===== src/rtl/alu_seq.sv =====
// alu_seq: multi-cycle signed ALU with valid/ready handshake, saturating add/sub
// and an N-cycle shift-add multiplier with a fixed-point product window.
module alu_seq #(
   parameter int N    = 8,
   parameter int FRAC = 7,
   parameter int SAT  = 1
) (
   input  logic         clk,
   input  logic         nReset,
   input  logic         in_valid,
   output logic         in_ready,
   input  logic [2:0]   func,
   input  logic [N-1:0] a,
   input  logic [N-1:0] b,
   output logic         out_valid,
   output logic [N-1:0] result,
   output logic         ovf
);
   localparam int CW = (N > 2) ? $clog2(N) : 1;
   localparam logic [2:0] F_B = 3'd1, F_ADD = 3'd2, F_MUL = 3'd3, F_SUB = 3'd4;
   localparam logic [N-1:0] MAX_V = {1'b0, {(N-1){1'b1}}};
   localparam logic [N-1:0] MIN_V = {1'b1, {(N-1){1'b0}}};
   typedef enum logic {IDLE, MUL} state_t;
   state_t state, state_nx;
   logic [CW-1:0] cnt;
   logic [2*N-1:0] acc, mcand, mag, prod, hi;
   logic [N-1:0] mplier, abs_a, abs_b, alu_r, mul_r;
   logic [N:0] sum;
   logic neg, arith, alu_o, mul_o, last;
   // |-2^(N-1)| wraps to 2^(N-1), which is still correct read as unsigned
   always_comb begin
      abs_a = a[N-1] ? -a : a;
      abs_b = b[N-1] ? -b : b;
      sum = (func == F_SUB) ? {a[N-1], a} - {b[N-1], b} : {a[N-1], a} + {b[N-1], b};
      arith = (func == F_ADD) || (func == F_SUB);
      alu_o = arith && (sum[N] ^ sum[N-1]);
      alu_r = !arith ? ((func == F_B) ? b : a)
            : (alu_o && SAT != 0) ? (sum[N] ? MIN_V : MAX_V) : sum[N-1:0];
      last = cnt == CW'(N-1);
      mag = acc + (mplier[0] ? mcand : '0);
      prod = neg ? -mag : mag;
      hi = $signed(prod) >>> (FRAC + N - 1);
      mul_o = hi != {(2*N){prod[2*N-1]}};
      mul_r = (mul_o && SAT != 0) ? (prod[2*N-1] ? MIN_V : MAX_V) : prod[FRAC+N-1 -: N];
      in_ready = state == IDLE;
      state_nx = (state == IDLE) ? ((in_valid && func == F_MUL) ? MUL : IDLE)
               : (last ? IDLE : MUL);
   end
   always_ff @(posedge clk or negedge nReset)
      if (!nReset) begin
         state <= IDLE;
         cnt <= '0;
         acc <= '0;
         mcand <= '0;
         mplier <= '0;
         neg <= 1'b0;
         out_valid <= 1'b0;
         result <= '0;
         ovf <= 1'b0;
      end else begin
         state <= state_nx;
         out_valid <= 1'b0;
         if (state == IDLE && in_valid) begin
            if (func == F_MUL) begin
               cnt <= '0;
               acc <= '0;
               mcand <= {{N{1'b0}}, abs_a};
               mplier <= abs_b;
               neg <= a[N-1] ^ b[N-1];
            end else begin
               out_valid <= 1'b1;
               result <= alu_r;
               ovf <= alu_o;
            end
         end else if (state == MUL) begin
            acc <= mag;
            mcand <= mcand << 1;
            mplier <= mplier >> 1;
            cnt <= cnt + CW'(1);
            if (last) begin
               out_valid <= 1'b1;
               result <= mul_r;
               ovf <= mul_o;
            end
         end
      end
endmodule


===== config.mk =====
export PLATFORM = sky130hd
export DESIGN_NAME = alu_seq
export DESIGN_NICKNAME = d
export VERILOG_FILES = /design/src/rtl/alu_seq.sv
export SDC_FILE = /design/constraint.sdc
export NUM_CORES = 1
export LEC_CHECK = 0
export BUFFER_PORTS_ARGS = -buffer_cell sky130_fd_sc_hd__buf_2
export CAP_MARGIN = 5
export CORE_MARGIN = 8
export CORE_UTILIZATION = 55
export DETAILED_ROUTE_END_ITERATION = 12
export PLACE_DENSITY = 0.81
export RECOVER_POWER = 100
export SYNTH_ARGS = -nofsm -noshare
export SYNTH_HDL_FRONTEND = slang
export SYNTH_SLANG_ARGS = --single-unit
export TNS_END_PERCENT = 20

===== constraint.sdc =====
create_clock -name clk -period 10.4 [get_ports clk]
set_input_delay 1.04 -clock clk [delete_from_list [all_inputs] [get_ports clk]]
set_output_delay 1.04 -clock clk [all_outputs]
set_load 0.1 [all_outputs]

# Word-level counts from Yosys, hierarchy flattened
# Cells that the tools add are included.
[op_classes] reduce_logical=9 bitwise_logic=3 n_mux=38 n_eq_ne=8 add_sub_neg=7
[ops] cell="$mux 16" count=8
[ops] cell="$mux 8" count=15
[ops] cell="$add 16x16->16" count=1
[ops] cell="$neg 16->16" count=1
[ops] cell="$neg 8->8" count=2
[ops] cell="$mux 1" count=11
[ops] cell="$add 8x8->9" count=1
[ops] cell="$mux 3" count=3
[ops] cell="$mux 9" count=1
[ops] cell="$sub 8x8->9" count=1
[ops] cell="$eq 3x2->1 const B" count=2
[ops] cell="$eq 3x3->1 const B" count=2
[ops] cell="$ne 2x2->1 const B" count=2
[ops] cell="$reduce_and 2->1" count=2
[ops] cell="$reduce_bool 2->1" count=2
[ops] cell="$add 3x1->3 const B" count=1
[ops] cell="$eq 3x1->1 const B" count=1
[ops] cell="$logic_and 1x1->1" count=3
[ops] cell="$reduce_and 3->1" count=1
[ops] cell="$xor 1x1->1" count=2
[ops] cell="$logic_or 1x1->1" count=1
[ops] cell="$ne 1x1->1" count=1
[ops] cell="$not 1->1" count=1
[word_totals] word_cells=74 regBits=55 input_bits=22 out_inout_bits=11

# Longest topological paths before layout
[logic_depth] depth_word=9 mapped_depth=16

# Worst setup path before layout
# OpenSTA, ideal clock, no wires.
[synth_path] kind="input port to flip-flop" from="input port func[2]" to="register result[3]" required_ps=10324 setup_slack_ps=6106 path_stages=16 t_arrival_ps=4218 cell_sequence="clkbuf_1 > or3b_2 > clkbuf_1 > nor2_1 > a21oi_1 > fa_1 > a21o_1 > a21oi_1 > o21ai_0 > a31oi_1 > xnor2_1 > or2_2 > clkbuf_1 > nand3_1 > a221o_1 > o21ai_1"
[synth_between] elab_chain_len=8 word_cells_on_any_way=16 classes_between="eq/ne: 5; mux: 7; bitwise: 1; reduce/logical: 3"
[synth_lines] item="start, declared" line="12" source="input logic [2:0] func,"
[synth_lines] item="$eq 3x3->1" line="34, 35"
[synth_lines] item="$mux 9" line="34" source="sum = (func == F_SUB) ? {a[N-1], a} - {b[N-1], b} : {a[N-1], a} + {b[N-1], b};"
[synth_lines] item="$xor 1x1->1" line="36" source="alu_o = arith && (sum[N] ^ sum[N-1]);"
[synth_lines] item="$logic_and 1x1->1" line="36"
[synth_lines] item="$mux 8" line="38" source=": (alu_o && SAT != 0) ? (sum[N] ? MIN_V : MAX_V) : sum[N-1:0];"
[synth_lines] item="$mux 8" line="37" source="alu_r = !arith ? ((func == F_B) ? b : a)"
[synth_lines] item="$mux 8" line="64" source="if (func == F_MUL) begin"
[synth_lines] item="$mux 8" line="63" source="if (state == IDLE && in_valid) begin"
[synth_lines] item="end signal, assigned" line="72" source="result <= alu_r;"
[synth_lines] item="end signal, assigned" line="82" source="result <= mul_r;"
[synth_lines] item="end, declared" line="16" source="output logic [N-1:0] result,"
# Parallel ways exist; a longest one is shown, timed or not. The select of a mux whose other input is x is not followed.
# A chain may end at the register's enable or synchronous reset.

# Final worst setup path
[layout_path] from="register state" to="register mcand[7]"
[layout_between] elab_chain_len=4 word_cells_on_any_way=6 classes_between="eq/ne: 1; mux: 1; bitwise: 1; reduce/logical: 3"
[layout_lines] item="start, declared" line="24" source="state_t state, state_nx;"
[layout_lines] item="start signal, assigned" line="61" source="state <= state_nx;"
[layout_lines] item="$not 1->1" line="63"
[layout_lines] item="$logic_and 1x1->1" line="63"
[layout_lines] item="$ne 2x2->1 (no source line) or $reduce_bool 2->1 (tied branches)"
[layout_lines] item="$reduce_and 2->1 (no source line)"
[layout_lines] item="end signal, assigned" line="67" source="mcand <= {{N{1'b0}}, abs_a};"
[layout_lines] item="end signal, assigned" line="77" source="mcand <= mcand << 1;"
[layout_lines] item="end, declared" line="26" source="logic [2*N-1:0] acc, mcand, mag, prod, hi;"
# Parallel ways exist; a longest one is shown, timed or not.

==> impl_metrics.json <==
{
  "relSlewSlack": -0.719,
  "synth_most_common_cell": "nand2_1",
  "path_max_fanout": 49,
  "numCtsBuffers": 5,
  "hold_depth": 1,
  "viasPerCell": 6.17,
  "synth.cell_area_um2": 4660,
  "synth_edf_count": 0,
  "port_buffers": 32,
  "cts_root_buffer": "clkbuf_8",
  "grt_usage": 0.207,
  "synth_cells": 570,
  "nFillCells": 766,
  "dieWidth_um": 108,
  "drive_gt1_frac": 0.0757,
  "finalWorstSetupSlack_ns": 4.81,
  "yosysWarnings": 0,
  "post_cts_buffers": 0,
  "dp_hpwl_um": 9090,
  "cp.required_ns": 10.61,
  "syn-mean-instance-area_um2": 8.18,
  "cts-hold-fix-buffers": 0,
  "maxSlewViolCount": 98,
  "endpoint_kind": "flop",
  "fp-row-count": 33,
  "start_kind": "flop",
  "synthTopCellsByArea": "dfrtp_1, ha_1, nand2_1",
  "pwr-share-clk": 0.100,
  "dp_slack_ns": 5.89,
  "p_seq_frac": 0.263,
  "grt_pass1_vias": 4174,
  "p_switching_w": 0.000739,
  "fin_cells": 686,
  "hold_class": "reg -> reg",
  "synth_common_cells": "nand2_1, o21ai_0, dfrtp_1",
  "drc": 0,
  "diodes": 0,
  "regArea_um2": 1380,
  "coreArea_um2": 8220,
  "report.power.total_w": 0.00141,
  "grt_pass1_wl_um": 19900,
  "power_frac_comb": 0.637,
  "fmax_mhz": 179,
  "p_leak_nw": 2.14,
  "multi_input_comb_area_um2": 3070,
  "ir_worst_vdd_mv": 0.223,
  "syn-num-nets": 622,
  "critPathKind": "reg -> reg",
  "wl_um": 12000,
  "synth_top_area_frac": 0.295,
  "run_status": "finished, violations left",
  "vias": 4233,
  "ys_types": 75,
  "clockBufferDepth": 2,
  "worstSkewPairLatency_ns": 0.32,
  "die_area_um2": 11700,
  "fp.dieH_um": 108,
  "hold_viol_final": 0,
  "p_int_w": 0.000671,
  "maxCapViolCount": 2,
  "drtAntennaViolNets": 0,
  "worst_pin_slew_ns": 2.58,
  "fin_setup_tns_ns": 0,
  "setup_viol_count_final": 0,
  "sw_frac_of_total": 0.524,
  "cts_max_level": 2,
  "yosysSeqAreaShare": 0.295,
  "power_density_nw_per_um2": 288,
  "cts_tree": "yes",
  "finalNetCount": 633,
  "grt_max_degree": 50,
  "path_clk_slew_ns": 0.10,
  "period_share": 0.538,
  "rsz0062_at_grt": "false",
  "fin_crit_ns": 5.59,
  "drt_iter0_markers": 264,
  "post_drt_wl_per_cell_um": 17.4,
  "post_cts_resized": 0,
  "crit_arrival_ns": 5.80,
  "synthArstFlopShare": 1.00,
  "area_growth_pct": 5.10,
  "r2r_cells": 7,
  "grt-ovfl-total": 0,
  "start_util": 0.567,
  "synth_area_leader_cell": "dfrtp_1",
  "antenna_found_initial": 0,
  "ys.flop_type": "dfrtp_1",
  "gp_congestion": 0.904,
  "fin_skew_ns": 0.0131,
  "first_pass_iters": 4,
  "place_inst": 679,
  "io_pins": 33,
  "violations": "capacitance limit, slew limit",
  "clock_sinks": 55,
  "synth-seq-cells": 55
}
[area by class of cell]
class,instances,share of cell area
clock buffers,6,0.0148
clock inverters,1,0.00613
inverters,16,0.0123
multi-input cells,466,0.626
flip-flops and latches,55,0.281
well taps,105,0.0268
repair buffers,37,0.0332
[final timing paths]
kind | from | end | slack, ns
min reg2reg | cnt[0]$_DFFE_PN0P_ | cnt[0]$_DFFE_PN0P_ | 0.49
max | state$_DFF_PN0_ | mcand[7]$_DFFE_PN0P_ | 4.81
min | cnt[0]$_DFFE_PN0P_ | cnt[0]$_DFFE_PN0P_ | 0.49
max in group asynchronous | nReset | mplier[7]$_DFFE_PN0P_ | 6.99
max reg2reg | state$_DFF_PN0_ | mcand[7]$_DFFE_PN0P_ | 4.81
min in group asynchronous | nReset | out_valid$_DFF_PN0_ | 0.63
[logic make-up (layout without fill, tap and decap cells)]
logic type / Yosys count / count (layout) / synth area share
XOR/XNOR: 38 / 38 / 0.0714
AO/OA/AOI/OAI: 180 / 180 / 0.255
adder cells (fa/ha/maj): 30 / 30 / 0.0837
flip-flops: 55 / 55 / 0.295
buffers and inverters: 49 / 60 / 0.0470
AND/OR/NAND/NOR: 209 / 209 / 0.226
multiplexers: 9 / 9 / 0.0212
[metrics by stage]
step	hold WS, ns	cell area [um2]	utilization
CTS	0.492	4930	0.601
global route	0.517	4900	0.596
global placement	0.464	4830	0.588
floorplan	0.445	4660	-
finish	0.490	4900	0.596
detailed placement	0.470	4830	0.588
[sequential cells by signal (all words and copies together), names as in the netlist]
name       cells
result         8
mcand         16
state          1
mplier         8
out_valid      1
acc           16
neg            1
ovf            1
cnt            3
[per-layer routing]
metal / GRT usage / routed length, um
met1: 0.266 / 5300
met2: 0.357 / 5840
met3: 0.0274 / 591
met4: 0.0555 / 227
met5: 0 / 0
[worst max-delay path, stage by stage (launching register included)]
cell and delay (ns):
dfrtp_1 0.33, clkbuf_1 1.29, clkinv_1 1.10, nand2_1 0.92, nor2_1 0.38, nor2_1 0.17
clkbuf_1 0.86, mux2_2 0.42
[power by group through the flow]
stage / Combinational, W / Clock [W] / Sequential [W]
after floorplan: 0.000599 / 0 / 0.000491
after global placement: 0.000878 / 0 / 0.000368
after detailed placement: 0.000901 / 0 / 0.000373
after CTS: 0.000904 / 0.000141 / 0.000369
after global routing: 0.000980 / 0.000151 / 0.000383
final: 0.000898 / 0.000141 / 0.000370
[cell usage in the layout (no fill, tap or decap), types with 9 or more instances in the layout]
cell	Yosys	layout
a21oi_1	21	21
buf_2	1	19
nand2b_1	12	12
and2_1	17	16
xnor2_1	16	16
xor2_1	22	22
inv_1	15	15
o211ai_1	10	10
nand3_1	12	12
ha_1	28	28
nand2_1	90	90
o31ai_1	9	9
clkbuf_1	25	19
o21ai_0	65	67
dfrtp_1	55	55
nor2b_1	9	9
nor2_1	30	30
No activity file was read; power rests on OpenSTA's default activity.
